`src/rtl/rp_shutdown_pkg.sv`:
```
// rp_shutdown_pkg: shared state encoding and width helpers for the RP shutdown sequencer
package rp_shutdown_pkg;
  typedef enum logic [2:0] {ACTIVE, DRAIN, REQ, DECOUPLED, RELEASE, WAKE} state_t;
  function automatic int cnt_w(input int max_out);
    return $clog2(max_out + 1);
  endfunction
  function automatic int tmr_w(input int timeout, input int hold);
    return $clog2((timeout > hold ? timeout : hold) + 1);
  endfunction
endpackage

```
`src/rtl/rp_outstanding_cnt.sv`:
```
// rp_outstanding_cnt: saturating outstanding-burst counter, simultaneous inc/dec cancel
module rp_outstanding_cnt
  import rp_shutdown_pkg::*;
#(
  parameter int MAX = 16,
  parameter int W   = cnt_w(MAX)
) (
  input  logic         clk,
  input  logic         rst,
  input  logic         clr,
  input  logic         inc,
  input  logic         dec,
  output logic [W-1:0] cnt,
  output logic         full,
  output logic         empty
);
  assign full  = cnt >= W'(MAX);
  assign empty = cnt == '0;
  always_ff @(posedge clk) begin
    if (rst || clr) cnt <= '0;
    else if (inc && !dec && !full) cnt <= cnt + 1'b1;
    else if (dec && !inc && !empty) cnt <= cnt - 1'b1;
  end
endmodule

```
`src/rtl/rp_shutdown_ctrl.sv`:
```
// rp_shutdown_ctrl: drains PCIe AXI traffic, shuts down, decouples and re-wakes a reconfigurable partition
module rp_shutdown_ctrl
  import rp_shutdown_pkg::*;
#(
  parameter int TIMEOUT_CYCLES  = 65536,
  parameter int MAX_OUTSTANDING = 16,
  parameter int RST_HOLD_CYCLES = 16
) (
  input  logic clk,
  input  logic rst,
  input  logic pr_shutdown_req,
  output logic pr_shutdown_ack,
  input  logic pr_reconfig_done,
  output logic timeout_err,
  output logic shutdown_req,
  input  logic shutdown_ack,
  input  logic active,
  output logic decouple,
  output logic rst_prc_n,
  input  logic s_arvalid,
  output logic s_arready,
  input  logic s_awvalid,
  output logic s_awready,
  output logic m_arvalid,
  input  logic m_arready,
  output logic m_awvalid,
  input  logic m_awready,
  input  logic rvalid,
  input  logic rready,
  input  logic rlast,
  input  logic bvalid,
  input  logic bready
);
  localparam int CW = cnt_w(MAX_OUTSTANDING);
  localparam int TW = tmr_w(TIMEOUT_CYCLES, RST_HOLD_CYCLES);
  state_t        state;
  logic [TW-1:0] tmr;
  logic [CW-1:0] rd_cnt, wr_cnt;
  logic          rd_full, rd_empty, wr_full, wr_empty;
  logic          open_rd, open_wr, tmo, hold_done, to_dec;
  assign open_rd   = (state == ACTIVE) && !rd_full;
  assign open_wr   = (state == ACTIVE) && !wr_full;
  assign m_arvalid = s_arvalid & open_rd;
  assign s_arready = m_arready & open_rd;
  assign m_awvalid = s_awvalid & open_wr;
  assign s_awready = m_awready & open_wr;
  assign tmo       = tmr == TW'(TIMEOUT_CYCLES - 1);
  assign hold_done = tmr == TW'(RST_HOLD_CYCLES - 1);
  assign to_dec    = (state == REQ) && (shutdown_ack || tmo);
  rp_outstanding_cnt #(.MAX(MAX_OUTSTANDING), .W(CW)) u_rd_cnt (
    .clk(clk), .rst(rst), .clr(to_dec),
    .inc(m_arvalid & m_arready), .dec(rvalid & rready & rlast),
    .cnt(rd_cnt), .full(rd_full), .empty(rd_empty)
  );
  rp_outstanding_cnt #(.MAX(MAX_OUTSTANDING), .W(CW)) u_wr_cnt (
    .clk(clk), .rst(rst), .clr(to_dec),
    .inc(m_awvalid & m_awready), .dec(bvalid & bready),
    .cnt(wr_cnt), .full(wr_full), .empty(wr_empty)
  );
  // tmr free-runs and is zeroed on every transition; only DRAIN/REQ/RELEASE/WAKE look at it
  always_ff @(posedge clk) begin
    if (rst) begin
      state           <= RELEASE;
      tmr             <= '0;
      decouple        <= 1'b1;
      rst_prc_n       <= 1'b0;
      shutdown_req    <= 1'b0;
      pr_shutdown_ack <= 1'b0;
      timeout_err     <= 1'b0;
    end else begin
      tmr <= tmr + 1'b1;
      case (state)
        ACTIVE: if (pr_shutdown_req) begin
          state <= DRAIN;
          tmr   <= '0;
        end
        DRAIN: if ((rd_empty && wr_empty) || tmo) begin
          state        <= REQ;
          tmr          <= '0;
          shutdown_req <= 1'b1;
          timeout_err  <= timeout_err | (|{rd_cnt, wr_cnt});
        end
        REQ: if (to_dec) begin
          state           <= DECOUPLED;
          tmr             <= '0;
          shutdown_req    <= 1'b0;
          decouple        <= 1'b1;
          rst_prc_n       <= 1'b0;
          pr_shutdown_ack <= 1'b1;
          timeout_err     <= timeout_err | !shutdown_ack;
        end
        DECOUPLED: if (pr_reconfig_done && !pr_shutdown_req) begin
          state           <= RELEASE;
          tmr             <= '0;
          pr_shutdown_ack <= 1'b0;
        end
        RELEASE: if (hold_done) begin
          state     <= WAKE;
          tmr       <= '0;
          rst_prc_n <= 1'b1;
        end
        WAKE: if (active || tmo) begin
          state       <= ACTIVE;
          tmr         <= '0;
          decouple    <= 1'b0;
          timeout_err <= timeout_err | !active;
        end
        default: begin
          state <= RELEASE;
          tmr   <= '0;
        end
      endcase
    end
  end
endmodule

```
`config.mk`:
```
export PLATFORM = sky130hd
export DESIGN_NAME = rp_shutdown_ctrl
export DESIGN_NICKNAME = d
export VERILOG_FILES = /design/src/rtl/rp_shutdown_pkg.sv /design/src/rtl/rp_outstanding_cnt.sv /design/src/rtl/rp_shutdown_ctrl.sv
export SDC_FILE = /design/constraint.sdc
export NUM_CORES = 1
export LEC_CHECK = 0
export ABC_AREA = 1
export BUFFER_PORTS_ARGS = -buffer_cell sky130_fd_sc_hd__buf_4
export CAP_MARGIN = 20
export CORE_MARGIN = 8
export CORE_UTILIZATION = 45
export DETAILED_ROUTE_END_ITERATION = 12
export PLACE_DENSITY = 0.66
export SYNTH_ARGS = -nofsm -noshare
export SYNTH_HDL_FRONTEND = slang
export SYNTH_SLANG_ARGS = --single-unit
```
`constraint.sdc`:
```
create_clock -name clk -period 2.2 [get_ports clk]
set_input_delay 0.44 -clock clk [delete_from_list [all_inputs] [get_ports clk]]
set_output_delay 0.44 -clock clk [all_outputs]
set_load 0.005 [all_outputs]
```
==> impl_metrics.env <==
export IMPL_async_reset_ff_share_pct=0
export IMPL_pin_count=24
export IMPL_min_path_cells=2
export IMPL_grt_ovfl_total=0
export IMPL_finalPower_mw=2.07
export IMPL_clk_latency_ns=0.28
export IMPL_synth_top_area_share_pct=33.2
export IMPL_swShare_pct=33.0
export IMPL_start_kind="flop"
export IMPL_fmax_mhz=447
export IMPL_path_clk_slew_ns=0.07
export IMPL_min_period_over_period_pct=102
export IMPL_cellPowerDensity_nw_per_um2=768
export IMPL_synth_fp_nets=320
export IMPL_cts_buffers=5
export IMPL_syn_area_per_cell_um2=7.15
export IMPL_status="complete, but fails checks"
export IMPL_h_tree_depth=2
export IMPL_hp_class="primary input to flop"
export IMPL_layout_drive_gt1_share_pct=27.4
export IMPL_avgRoutedWirePerCell_um=12.7
export IMPL_ys_ff_latch=35
export IMPL_critPathKind="flop to flop"
export IMPL_finalMaxSlewViolations=0
export IMPL_r2r_slack_ns=-0.04
export IMPL_drc=0
export IMPL_drt_total_wl_um=5000
export IMPL_cts_hold_buffers_added=0
export IMPL_vias=2042
export IMPL_setup_slack_ns=-0.0391
export IMPL_violations="setup timing"
export IMPL_rr_worst_depth=17
export IMPL_finalWorstPathRequiredPeriod_ns=2.24
export IMPL_gp_congestion=0.891
export IMPL_worstPathRequired_ns=2.39
export IMPL_holdWs_ns=0.370
export IMPL_start_util_pct=45.5
export IMPL_comb_power_share_pct=34.2
export IMPL_antenna_found_initial=0
export IMPL_min_to="state[0]$_SDFFE_PP0P_"
export IMPL_syn2layout_area_growth_pct=27.7
export IMPL_synthCells=295
export IMPL_fin_nets=364
export IMPL_reg2reg_to="tmr[2]$_SDFF_PP0_"
export IMPL_synth_seq_area_share_pct=33.2
export IMPL_core_area_um2=4630
export IMPL_worst_pin_slew_ns=0.535
export IMPL_yosysWarnings=0
export IMPL_switchingPower_uw=682
export IMPL_die_area_um2=7130
export IMPL_grt_max_degree=16
export IMPL_crit_fanout=6
export IMPL_slew_headroom_pct=64.3
export IMPL_rows=25
export IMPL_tns_ns=-0.113
export IMPL_clock_skew_final_ns=0.00462
export IMPL_p_int_mw=1.39
export IMPL_avgViaCountPerCell=5.18
export IMPL_first_global_vias=1925
export IMPL_cts_root_buf="clkbuf_8"
export IMPL_diodes=0
export IMPL_synthDistinctLibCells=37
export IMPL_crit_path_end_kind="flop"
export IMPL_drtAntennaViolNets=0
export IMPL_die_w_um=84.4
export IMPL_hold_start="rst"
export IMPL_r2r_start="tmr[0]$_SDFF_PP0_"
export IMPL_synth_area_um2=2110
export IMPL_synth_edf_count=0
export IMPL_drtPass1Iterations=4
export IMPL_drv_cap=0
export IMPL_final_util_pct=58.2
export IMPL_synthTopCellsByArea="dfxtp_1 33%, nand2_1 9.4%, nor2_1 8.0%, nand3_1 5.5%, inv_1 5.2%"
export IMPL_p_clk_share_pct=28.9
export IMPL_fp_dieH_um=84.4
export IMPL_post_place_ws_ns=-0.0148
export IMPL_synth_most_common_cell="nand2_1"
export IMPL_clock_sinks=35
export IMPL_clk_path_buf_depth=2
export IMPL_hold_viol_final=0
export IMPL_drt_iter0_drc=76
export IMPL_synthTopCellsByCount="53 x nand2_1, 45 x nor2_1, 35 x dfxtp_1"
export IMPL_port_buffers=23
export IMPL_grt_pass1_wl_um=8450
export IMPL_setup_violations=7
export IMPL_peakVddDrop_v=0.000455
export IMPL_synthFlopType="dfxtp_1"
export IMPL_power_leakage_nw=1.17
export IMPL_p_seq_share_pct=36.8
export IMPL_gr_usage_all_layers_pct=14.2
export IMPL_dp_hpwl_um=3500
export IMPL_rsz0062_at_grt="yes"
export IMPL_cts_tree="built"
export IMPL_arrival_ns=2.43
export IMPL_synth_largest_area_cell="dfxtp_1"
[area by class of cell]
cell class | count | area (µm²)
fill | 405 | 1940
multi-input combinational | 219 | 1320
sequential | 35 | 703
timing repair buffer | 44 | 359
inverter | 34 | 130
clock buffer | 6 | 82.6
tap | 54 | 67.6
clock inverter | 2 | 35.0
[per-layer routing]
metal / wire length, µm / track usage, % / vias to the layer above
met5: 0 / 0 / -
li1: - / - / 1043
met2: 2410 / 24.6 / 41
met3: 272 / 4.20 / 8
met4: 83 / 4.85 / 0
met1: 2240 / 16.2 / 950
[what timing repair did]
action | 4_1_cts | 5_1_grt
cloned | 1 | 0
setup buffers | 3 | 1
resized for setup | 12 | 10
endpoints found under the setup margin | 1 | 20
pin swaps | 8 | 18
[registers in the layout, indices dropped and copies added (netlist names), named ones only]
register / cells
timeout_err: 1
u_wr_cnt.cnt: 5
decouple: 1
state: 2
u_rd_cnt.cnt: 5
shutdown_req: 1
tmr: 17
rst_prc_n: 1
pr_shutdown_ack: 1
[cells in the final DEF (no fill, tap or decap), types with 6 or more instances in the layout]
cell type / synthesis / routed
o21ai_0: 9 / 9
buf_4: 1 / 41
inv_1: 29 / 28
ha_1: 8 / 6
xor2_1: 10 / 10
nor2_2: 3 / 6
nor3_1: 19 / 19
a21oi_1: 11 / 10
nand2_1: 53 / 53
nand2_2: 7 / 7
nand3_1: 23 / 20
clkbuf_8: 0 / 6
dfxtp_1: 35 / 33
nor2_1: 45 / 41
[critical path: stages, from the launching register on]
cell and delay [ns]:
dfxtp_2 0.35, ha_4 0.15, nand3_4 0.09, inv_2 0.08, nand3_2 0.07, nor2_2 0.10, nand3_1 0.08, nor2_1 0.12
ha_2 0.23, buf_4 0.12, inv_1 0.06, nand3_2 0.07, nand2_2 0.08, nor2_4 0.23, buf_12 0.15, nor2_2 0.03
nand2_1 0.08, inv_1 0.04
[cell families (layout without fill, tap and decap cells)]
kind of cell,count (synthesis),after routing,share of synthesized area (%)
AO/OA/AOI/OAI,24,24,6.35
AND/OR/NAND/NOR,171,171,39.8
buffers and inverters,41,86,8.13
flip-flops,35,35,33.2
adder cells (fa/ha/maj),10,10,6.65
XOR/XNOR,14,14,5.82
[power by group through the flow]
stage	sequential, mW	clock [mW]	combinational [mW]
6_report	0.762	0.598	0.708
5_1_grt	0.773	0.644	0.804
4_1_cts	0.759	0.614	0.719
3_5_place_dp	0.762	0	0.623
3_3_place_gp	0.760	0	0.616
2_1_floorplan	0.748	0	0.461
[worst max-delay path by stage]
stage	start	endpoint	slack, ns	cells past startpoint
finish	tmr[0]$_SDFF_PP0_	tmr[2]$_SDFF_PP0_	-0.04	17
CTS	tmr[1]$_SDFF_PP0_	tmr[2]$_SDFF_PP0_	-0.02	18
global route	tmr[0]$_SDFF_PP0_	tmr[2]$_SDFF_PP0_	-0.16	18
detailed placement	tmr[0]$_SDFF_PP0_	tmr[2]$_SDFF_PP0_	-0.01	18
floorplan	tmr[0]$_SDFF_PP0_	flop	0.05	18
global placement	tmr[0]$_SDFF_PP0_	tmr[2]$_SDFF_PP0_	0.05	18
[metrics by stage]
| stage | area, µm² | cells |
|---|---|---|
| 2_1_floorplan | 2110 | 295 |
| 3_3_place_gp | 2450 | 382 |
| 3_5_place_dp | 2450 | 382 |
| 4_1_cts | 2660 | 394 |
| 5_1_grt | 2690 | 394 |
| 6_report | 2690 | 394 |
No activity file was read; power rests on OpenSTA's default activity.
